### src/rtl/cpu_pkg.sv
// rtl/cpu_pkg.sv - shared constants, opcodes and fetch state encoding for the 16-bit CPU
package cpu_pkg;

  localparam logic [15:0] NOP_INSTR  = 16'h0000;
  localparam logic [3:0]  HLT_OPCODE = 4'hF;

  localparam logic [3:0]  OP_ADD = 4'h0;
  localparam logic [3:0]  OP_SUB = 4'h1;
  localparam logic [3:0]  OP_LW  = 4'h8;
  localparam logic [3:0]  OP_SW  = 4'h9;
  localparam logic [3:0]  OP_BEQ = 4'hC;
  localparam logic [3:0]  OP_JMP = 4'hD;

  typedef enum logic [1:0] {
    FETCH = 2'd0,
    WAIT  = 2'd1,
    DRAIN = 2'd2,
    HALT  = 2'd3
  } fetch_state_e;

  function automatic logic [15:0] sat_inc16(input logic [15:0] v);
    return (v == 16'hFFFF) ? v : v + 16'd1;
  endfunction

endpackage

### src/rtl/if_id_reg.sv
// rtl/if_id_reg.sv - pipeline register with hold and flush/bubble, reusable between stages
module if_id_reg #(
  parameter int                 INSTR_W   = 16,
  parameter int                 ADDR_W    = 16,
  parameter logic [INSTR_W-1:0] NOP_INSTR = '0
) (
  input  logic               clk,
  input  logic               rst_n,
  input  logic               hold_i,
  input  logic               flush_i,
  input  logic [INSTR_W-1:0] instr_i,
  input  logic [ADDR_W-1:0]  pc_plus2_i,
  input  logic               valid_i,
  output logic [INSTR_W-1:0] instr_o,
  output logic [ADDR_W-1:0]  pc_plus2_o,
  output logic               valid_o
);

  logic [INSTR_W-1:0] instr_q;
  logic [ADDR_W-1:0]  pc_plus2_q;
  logic               valid_q;

  // Hold wins over flush so a stalled stage keeps its contents intact.
  always_ff @(posedge clk or negedge rst_n) begin
    if (!rst_n) begin
      instr_q    <= NOP_INSTR;
      pc_plus2_q <= '0;
      valid_q    <= 1'b0;
    end else if (hold_i) begin
      instr_q    <= instr_q;
      pc_plus2_q <= pc_plus2_q;
      valid_q    <= valid_q;
    end else if (flush_i) begin
      instr_q    <= NOP_INSTR;
      pc_plus2_q <= '0;
      valid_q    <= 1'b0;
    end else begin
      instr_q    <= instr_i;
      pc_plus2_q <= pc_plus2_i;
      valid_q    <= valid_i;
    end
  end

  assign instr_o    = instr_q;
  assign pc_plus2_o = pc_plus2_q;
  assign valid_o    = valid_q;

endmodule

### src/rtl/fetch_if_id_stage.sv
// rtl/fetch_if_id_stage.sv - PC, fetch FSM and IF/ID register; FETCH_PERF_CNT_EN adds perf counters
module fetch_if_id_stage #(
  parameter int                 ADDR_W     = 16,
  parameter int                 INSTR_W    = 16,
  parameter logic [INSTR_W-1:0] NOP_INSTR  = cpu_pkg::NOP_INSTR,
  parameter logic [3:0]         HLT_OPCODE = cpu_pkg::HLT_OPCODE,
  parameter logic [ADDR_W-1:0]  RESET_PC   = '0
) (
  input  logic               clk,
  input  logic               rst_n,
  input  logic               stall,
  input  logic               branch_taken,
  input  logic [ADDR_W-1:0]  branch_target,
  output logic               imem_req,
  output logic [ADDR_W-1:0]  imem_addr,
  input  logic [INSTR_W-1:0] imem_data,
  input  logic               imem_valid,
  output logic [INSTR_W-1:0] if_id_instr,
  output logic [ADDR_W-1:0]  if_id_pc_plus2,
  output logic               if_id_valid,
  output logic               fetch_halted
`ifdef FETCH_PERF_CNT_EN
  ,
  output logic [15:0]        perf_stall_cycles,
  output logic [15:0]        perf_bubble_cycles,
  output logic [15:0]        perf_flush_count
`endif
);

  import cpu_pkg::*;

  fetch_state_e      state_q, state_d;
  logic [ADDR_W-1:0] pc_q, pc_d, pc_plus2;
  logic              req_q, halted_q;
  logic              redirect, is_hlt, hold, flush;

  assign redirect = branch_taken & ~stall;
  assign is_hlt   = (imem_data[INSTR_W-1 -: 4] == HLT_OPCODE);
  assign pc_plus2 = pc_q + ADDR_W'(2);

  // req_q is low only in HALT and in the first cycle after reset, when no
  // request has been issued yet and any imem_valid cannot belong to us.
  always_comb begin
    state_d = state_q;
    pc_d    = pc_q;
    hold    = 1'b0;
    flush   = 1'b1;
    if (redirect) begin
      pc_d    = branch_target;
      state_d = (state_q == WAIT && !imem_valid) ? DRAIN : FETCH;
    end else if (stall) begin
      hold = 1'b1;
    end else begin
      case (state_q)
        FETCH, WAIT: begin
          if (req_q && imem_valid) begin
            flush = 1'b0;
            if (is_hlt) begin
              state_d = HALT;
            end else begin
              pc_d    = pc_plus2;
              state_d = FETCH;
            end
          end else if (req_q) begin
            state_d = WAIT;
          end
        end
        DRAIN: begin
          if (imem_valid) state_d = FETCH;
        end
        default: ;
      endcase
    end
  end

  always_ff @(posedge clk or negedge rst_n) begin
    if (!rst_n) begin
      state_q  <= FETCH;
      pc_q     <= RESET_PC;
      req_q    <= 1'b0;
      halted_q <= 1'b0;
    end else begin
      state_q  <= state_d;
      pc_q     <= pc_d;
      req_q    <= (state_d != HALT);
      halted_q <= (state_d == HALT);
    end
  end

  assign imem_req     = req_q;
  assign imem_addr    = pc_q;
  assign fetch_halted = halted_q;

  if_id_reg #(
    .INSTR_W   (INSTR_W),
    .ADDR_W    (ADDR_W),
    .NOP_INSTR (NOP_INSTR)
  ) u_if_id (
    .clk        (clk),
    .rst_n      (rst_n),
    .hold_i     (hold),
    .flush_i    (flush),
    .instr_i    (imem_data),
    .pc_plus2_i (pc_plus2),
    .valid_i    (1'b1),
    .instr_o    (if_id_instr),
    .pc_plus2_o (if_id_pc_plus2),
    .valid_o    (if_id_valid)
  );

`ifdef FETCH_PERF_CNT_EN
  logic [15:0] stall_cnt_q, bubble_cnt_q, flush_cnt_q;
  logic        bubble_evt;

  // Flush bubbles and the post-reset idle cycle are not counted as bubbles.
  assign bubble_evt = ~redirect & ~stall & flush & (req_q | (state_q == HALT));

  always_ff @(posedge clk or negedge rst_n) begin
    if (!rst_n) begin
      stall_cnt_q  <= '0;
      bubble_cnt_q <= '0;
      flush_cnt_q  <= '0;
    end else begin
      if (stall && !redirect) stall_cnt_q <= sat_inc16(stall_cnt_q);
      if (bubble_evt)         bubble_cnt_q <= sat_inc16(bubble_cnt_q);
      if (redirect)           flush_cnt_q <= sat_inc16(flush_cnt_q);
    end
  end

  assign perf_stall_cycles  = stall_cnt_q;
  assign perf_bubble_cycles = bubble_cnt_q;
  assign perf_flush_count   = flush_cnt_q;
`endif

endmodule

### config.mk
export PLATFORM = sky130hd
export DESIGN_NAME = fetch_if_id_stage
export DESIGN_NICKNAME = d
export VERILOG_FILES = /design/src/rtl/cpu_pkg.sv /design/src/rtl/if_id_reg.sv /design/src/rtl/fetch_if_id_stage.sv
export SDC_FILE = /design/constraint.sdc
export NUM_CORES = 1
export LEC_CHECK = 0
export CAP_MARGIN = 0
export CORE_MARGIN = 5
export CORE_UTILIZATION = 30
export DETAILED_ROUTE_END_ITERATION = 16
export GPL_ROUTABILITY_DRIVEN = 0
export PLACE_DENSITY = 0.59
export SLEW_MARGIN = 20
export SYNTH_ARGS = -nofsm -noshare
export SYNTH_HDL_FRONTEND = slang
export SYNTH_SLANG_ARGS = --single-unit
### constraint.sdc
create_clock -name clk -period 2.7 [get_ports clk]
set_clock_uncertainty 0.15 [all_clocks]
set_input_delay 0.54 -clock clk [delete_from_list [all_inputs] [get_ports clk]]
set_output_delay 0.54 -clock clk [all_outputs]
set_load 0.02 [all_outputs]
# == Yosys cells after proc, flatten, opt, wreduce, memory -nomap -nowiden ==
# Index checks and enable logic that the tools add are counted.
# W data, S select, Z words.
# classes
addsub,1
eq_ne,7
bitwise_logic,2
reduce_logical,8
muxes,22
# op_table
operator,count
$mux W16,7
$add A16 B2 Y16 const B,1
$mux W2,7
$mux W1,7
$eq A2 B2 Y1 const B,2
$eq A4 B4 Y1 const B,1
$ne A2 B2 Y1 const B,2
$pmux W2 S2,1
$reduce_and A4 Y1,1
$reduce_bool A2 Y1,2
$eq A2 B1 Y1 const B,1
$logic_and A1 B1 Y1,2
$logic_not A2 Y1,1
$ne A2 B1 Y1 const B,1
$reduce_or A2 Y1,1
$and A1 B1 Y1,1
$logic_not A1 Y1,1
$not A1 Y1,1
# totals
input_bits,37
elab_cells,47
out_inout_bits,51
register_bits,53

# == Logic depth before layout (Yosys ltp) ==
# Gate-level depths: netlist of run 1.
# logic_depth
word_depth,7
ltp_mapped,7
ltp_nobuf,5

# == Hierarchy ==
# A second synthesis of run 1 with hierarchy kept.
# hier_totals
cells_unflattened,297
hier_area_um2,2791.4
# modules_own_cells
module,seq_area_each_um2,area_each_um2,instances,cells_each
fetch_if_id_stage,500.5,1396.3,1,156
if_id_reg,825.8,1395.1,1,141

# == Least setup slack after synthesis of run 1 ==
# OpenSTA, ideal clock, no wires.
# synth_path
path_kind,register to register
startpoint,register pc_q[1] (netlist: imem_addr[1])
endpoint,register pc_q[15] (netlist: imem_addr[15])
stages_incl_launch_ff,6
n_path_buf,0
setup_ps,124
arrival_time_ps,1786
path_slack_ps,640
synth_period_minus_slack_ps,2060
cell_sequence,dfrtp_1 -> ha_1 -> nand3_1 -> nor4_2 -> a21boi_0 -> o31a_1
# synth_via
elab_chain_cells,6
# synth_lines
item,line_no,text
start: declaration,fetch_if_id_stage.sv:33,"logic [ADDR_W-1:0] pc_q, pc_d, pc_plus2;"
start signal: assignment,fetch_if_id_stage.sv:84,pc_q <= pc_d;
$add A16 B2 Y16,fetch_if_id_stage.sv:39,assign pc_plus2 = pc_q + ADDR_W'(2);
$mux W16,fetch_if_id_stage.sv:58,if (is_hlt) begin
$mux W16,fetch_if_id_stage.sv:56,if (req_q && imem_valid) begin
$mux W16,fetch_if_id_stage.sv:54,case (state_q)
$mux W16,fetch_if_id_stage.sv:51,end else if (stall) begin
$mux W16,fetch_if_id_stage.sv:48,if (redirect) begin
# No other way between the ends. The select of a mux whose other input is x is not followed.
# A chain may end at the register's enable or synchronous reset.

# == Worst setup path after layout of run 1 ==
# Ends and elaborated chain as after synthesis.

==> reports/qor.yml, run 1 <==
logic_synthesis:
  syn-num-nets: 282
  ys_seq_area_frac: 0.523
  synth_edf_count: 0
  syn_area_um2: 2530
  post_synth_xor_area_fraction: 0.0691
  ys_ff_latch: 53
  synth_mux_area_frac: 0.00395
  synth-simple-area-share: 0.215
  synth.distinct_cells: 48
  synth_area_leaders: "dfrtp_1 52%, a22o_1 5.5%, nand2_1 5.5%, o21ai_0 4.3%, xnor2_1 3.8%"
  synthAdderAreaFrac: 0.00494
  synthDominantCellAreaShare: 0.523
  synth_common_cells: "53 x dfrtp_1, 37 x nand2_1, 22 x o21ai_0"
  ys.flop_type: "dfrtp_1"
  synth_async_sr_flop_share: 1.00
  synth_top_area_cell: "dfrtp_1"
  yosysWarnings: 0
  avgSynthCellArea_um2: 10.4
  syn_inst: 244
  synth_top_family_by_area: "simple AND/OR/NAND/NOR gates"
  synth_compound_area_frac: 0.154
  synth_most_common_cell: "dfrtp_1"
sta:
  rsz0062_at_grt: "false"
  maxSlewHeadroom: 0.737
  fin_setup_tns_ps: 0
  hold_viol: 0
  period_minus_slack_ps: 2260
  setup_violations: 0
  fin_crit_sh: 0.839
  worst_pin_slew_ps: 395
  slew_violations: 0
  fmax_mhz: 442
cells_and_area:
  stdcell_count: 441
  drive_gt1_frac: 0.0774
  area_growth_pct: 44.7
  register_area_um2: 1330
  antenna_cells: 0
  multiInputGateArea_um2: 1130
  nets: 374
  fill_cells: 786
worst_setup_path:
  crit_required_ps: 2740
  start_kind: "register"
  worstPathArrival_ps: 2310
  cpMaxStageDelayCell: "dfrtp_1"
  slowest_delay_ps: 490
  path_delay_family: "simple AND/OR/NAND/NOR gates"
  cp-end-kind: "register"
  crit_buf_inv: 0
  critPathMaxFanout: 6
  cp_cell_sequence: "ha_1 -> nand3_1 -> nor4_2 -> a21boi_0 -> o31a_1"
  crit_type: "reg2reg"
floorplanning:
  fp-row-count: 33
  die_area_um2: 10400
  die_h_um: 102
  start_util: 0.308
  ioPinCount: 88
  die_x_um: 102
  core_um2: 8220
place:
  port_buffers: 87
  dp.cells: 433
  hpwl_um: 5250
grt:
  grt_max_degree: 27
  antenna_found_initial: 0
  track_usage: 0.134
  grt_pass1_vias: 2162
  grt_pass1_wl_um: 11000
  grt-ovfl-total: 0
cts:
  post-cts-setup-buffers: 0
  clock_latency_ps: 310
  clk_pin_slew_ps: 100
  clock_sinks: 53
  cts_tree: "built"
  cts_root_buffer: "clkbuf_8"
  cts_buffers: 5
  htreeDepth: 2
  cts_resized: 0
  cts-hold-fix-buffers: 1
  clockBufferDepth: 2
routing:
  num_vias: 2168
  drt_iter0_markers: 56
  wire_per_inst_um: 15.5
  ant_nets: 0
  viasPerCell: 4.92
  drt-pass1-iter-count: 4
  drc: 0
  drt-total-wl_um: 6850
flow_run:
  drv_cap: 0
power:
  ir_drop_v: 0.000200
  power_density_nw_per_um2: 626
  p_leak_uw: 0.00147
run_status:
  status: "completed"
hold_path:
  holdCritPathClass: "reg2reg"
-- layout by cell type (no fill, tap or decap), types with 2 or more instances in the layout --
master / instances
and3_1: 3
and2_1: 3
a31oi_1: 5
or4_1: 3
clkbuf_8: 5
nand2_1: 37
nor2_1: 12
nand4_1: 6
nor3b_1: 2
xnor2_1: 11
nand3_1: 7
a21oi_1: 4
o41ai_1: 2
nand2b_1: 3
dfrtp_1: 53
xor2_1: 9
a22o_1: 16
clkdlybuf4s50_1: 86
o31ai_1: 3
nor3_1: 3
o21ai_0: 22
buf_4: 12
-- kinds of logic after synthesis --
| group | Yosys count |
|---|---|
| AO/OA/AOI/OAI | 58 |
| XOR/XNOR | 20 |
| adder cells (fa/ha/maj) | 1 |
| buffers and inverters | 16 |
| flip-flops | 53 |
| multiplexers | 1 |
| AND/OR/NAND/NOR | 95 |
-- registers in the layout, summed over array words and instances, names as in the netlist --
register / flops
u_if_id.valid_o: 1
u_if_id.pc_plus2_o: 16
imem_addr: 16
fetch_halted: 1
imem_req: 1
state_q: 2
u_if_id.instr_o: 16
-- final cells by class --
class | count | area share
repair buffers | 100 | 0.263
clock inverters | 2 | 0.0106
inverters | 1 | 0.00102
well taps | 105 | 0.0358
flip-flops and latches | 53 | 0.362
multi-input cells | 175 | 0.309
clock buffers | 5 | 0.0188
-- power breakdown --
group          total, µW  internal [µW]  switching (µW)
combinational        718            357             361
clock                540            275             265
sequential          1040            903             136
-- path summary, 6_finish.rpt --
kind / slack, ps / to / cells after the start / startpoint
worst min-delay path: 340 / u_if_id.pc_plus2_o[8] / 2 / u_if_id.pc_plus2_o[8]
worst max register to register: 440 / imem_addr[15] / 5 / imem_addr[1]
min in group asynchronous: 530 / imem_addr[6] / 2 / rst_n
worst min register to register: 340 / u_if_id.pc_plus2_o[8] / 2 / u_if_id.pc_plus2_o[8]
worst max-delay path: 440 / imem_addr[15] / 5 / imem_addr[1]
max in group asynchronous: 1260 / imem_addr[15] / 3 / rst_n
-- metrics by stage --
| step | power (µW) | setup WS (ps) | util | hold slack (ps) | instance area [µm²] |
|---|---|---|---|---|---|
| after floorplan | 1410 | 640 | - | 94.4 | 2530 |
| after global placement | 1770 | 277 | 0.432 | 316 | 3550 |
| after detailed placement | 1780 | 205 | 0.432 | 327 | 3550 |
| after CTS | 2320 | 431 | 0.446 | 351 | 3670 |
| after global routing | 2410 | 256 | 0.446 | 378 | 3670 |
| final | 2300 | 436 | 0.446 | 342 | 3670 |
-- worst register-to-register path, stage by stage, from the launching register on --
cell and delay (ps):
dfrtp_1 490, ha_1 340, nand3_1 300, nor4_2 440
a21boi_0 140, o31a_1 290
-- metal layers --
layer,GRT usage,part of all wire,up-vias
met5,0,0,-
met4,0.0373,0.012,0
met3,0.0334,0.063,9
met2,0.224,0.48,57
met1,0.174,0.45,1044
li1,-,-,1058
Power figures use the tool's default switching activity.
==> inputs of run 2 (changes only) <==
==> constraint.sdc (replaced) <==
create_clock -name clk -period 2.4 [get_ports clk]
set_clock_uncertainty 0.15 [all_clocks]
set_input_delay 0.48 -clock clk [delete_from_list [all_inputs] [get_ports clk]]
set_output_delay 0.48 -clock clk [all_outputs]
set_load 0.02 [all_outputs]
==> run 2 against run 1 <==
Against the previous run: the run now ends with negative hold slack left; register-to-register slack improved by 50 ps; critical path type is now reg2out; cell area rose by 0.65%; sequential cell count did not move; clock-buffer cell count rose by 2; largest power group unchanged; final cell count rose by 0.68%; critical path depth fell by 4; sequential power rose by 12%.
==> reports/qor.yml, run 2 (synthesis results as in run 1) <==
cells_and_area:
  layout_common_cells: "86 x clkdlybuf4s50_1, 53 x dfrtp_1, 37 x nand2_1, 22 x o21ai_0, 16 x a22o_1"
  area_growth_pct: 45.7
  nets: 377
  layout_commonest_cell: "clkdlybuf4s50_1"
  drive_gt1_frac: 0.0855
  antenna_cells: 0
routing:
  drt-pass1-iter-count: 4
  wire_per_inst_um: 15.3
  viasPerCell: 4.88
  drt-total-wl_um: 6780
  drc: 0
  drt_iter0_markers: 48
  ant_nets: 0
  num_vias: 2166
worst_setup_path:
  cp_cell_sequence: "clkdlybuf4s50_1"
  cp-end-kind: "primary output"
  crit_type: "reg2out"
  slowest_delay_ps: 670
  critPathMaxFanout: 8
  timing.rr.end: "imem_addr[15]"
  path_delay_family: "buffers and inverters"
  ff2ff_path_depth: 4
  crit_required_ps: 1770
  crit_buf_inv: 1
  timing.rr.start: "imem_addr[4]"
  cpMaxStageDelayCell: "clkdlybuf4s50_1"
  reg2reg_slack_ps: 490
  worstPathArrival_ps: 1520
  start_kind: "register"
floorplanning:
  fp-row-count: 33
  die_x_um: 102
  die_area_um2: 10400
  core_um2: 8220
  die_h_um: 102
  ioPinCount: 88
  start_util: 0.308
grt:
  antenna_found_initial: 0
  track_usage: 0.134
  grt_pass1_vias: 2239
  grt_pass1_wl_um: 11100
  grt_max_degree: 32
  grt-ovfl-total: 0
sta:
  worst_pin_slew_ps: 533
  fin_crit_sh: 0.895
  maxSlewHeadroom: 0.644
  period_minus_slack_ps: 2150
  hold_viol: 4
  setup_violations: 0
  timing.hold.ws_ps: -7.36
  rsz0062_at_grt: "false"
  fmax_mhz: 466
  slew_violations: 0
  fin_setup_tns_ps: 0
run_status:
  status: "complete, but fails checks"
  violations: "negative hold slack"
cts:
  clock_latency_ps: 300
  clk_pin_slew_ps: 100
  cts_tree: "built"
  cts-hold-fix-buffers: 0
  cts_root_buffer: "clkbuf_8"
  post-cts-setup-buffers: 0
  clock_sinks: 53
  cts_buffers: 5
  htreeDepth: 2
  cts_resized: 0
  clockBufferDepth: 2
flow_run:
  drv_cap: 0
power:
  p_leak_uw: 0.00148
  power_density_nw_per_um2: 679
  ir_drop_v: 0.000293
  power.total_uw: 2510
hold_path:
  holdCritPathClass: "in2async"
place:
  hpwl_um: 5150
  port_buffers: 87
[run 2: changes by cell type in the layout (fill, tap and decap cells not counted), sizes merged]
cell and delta:
dlygate4sd3 -1, bufinv -1, clkbuf +2, inv -1, buf +4
[run 2: worst max path at each step]
stage            startpoint             to  cells after the start
6_report       imem_addr[4]   imem_addr[4]                      1
5_1_grt               stall   fetch_halted                      7
4_1_cts        imem_addr[4]   imem_addr[4]                      1
3_5_place_dp          stall   fetch_halted                      6
3_3_place_gp          stall  imem_addr[11]                      5
2_1_floorplan  imem_addr[1]  imem_addr[15]                      5
[run 2: metal layers]
metal / wire (µm) / vias up / GRT usage / part of all wire
met5: 0 / - / 0 / 0
met4: 61 / 0 / 0.0303 / 0.0090
met3: 453 / 6 / 0.0375 / 0.067
met2: 3250 / 66 / 0.230 / 0.48
met1: 3010 / 1028 / 0.168 / 0.44
li1: - / 1066 / - / -
[run 2: metrics by stage]
| stage | instance area (µm²) | utilization | cells | hold slack (ps) | setup WS, ps |
|---|---|---|---|---|---|
| floorplan | 2530 | - | 244 | 34.4 | 340 |
| global placement | 3600 | 0.439 | 437 | 314 | 40.7 |
| detailed placement | 3600 | 0.439 | 437 | 317 | -32.7 |
| CTS | 3690 | 0.449 | 444 | 10.9 | 242 |
| global route | 3690 | 0.449 | 444 | 30.4 | 185 |
| finish | 3690 | 0.449 | 444 | -7.36 | 253 |
[run 2: cell type report]
class / instances / area, µm²
fillers: 810 / 4530
flip-flops and latches: 53 / 1330
multi-input cells: 175 / 1130
repair buffers: 103 / 1010
well taps: 105 / 131
clock buffers: 7 / 86.3
inverters: 1 / 3.75
[run 2: report_power, final]
group / leakage [µW] / internal (µW) / switching [µW]
registers: 0.000683 / 1020 / 148
logic: 0.000755 / 419 / 410
clock network: 0.0000443 / 230 / 283
total: 0.00148 / 1660 / 841
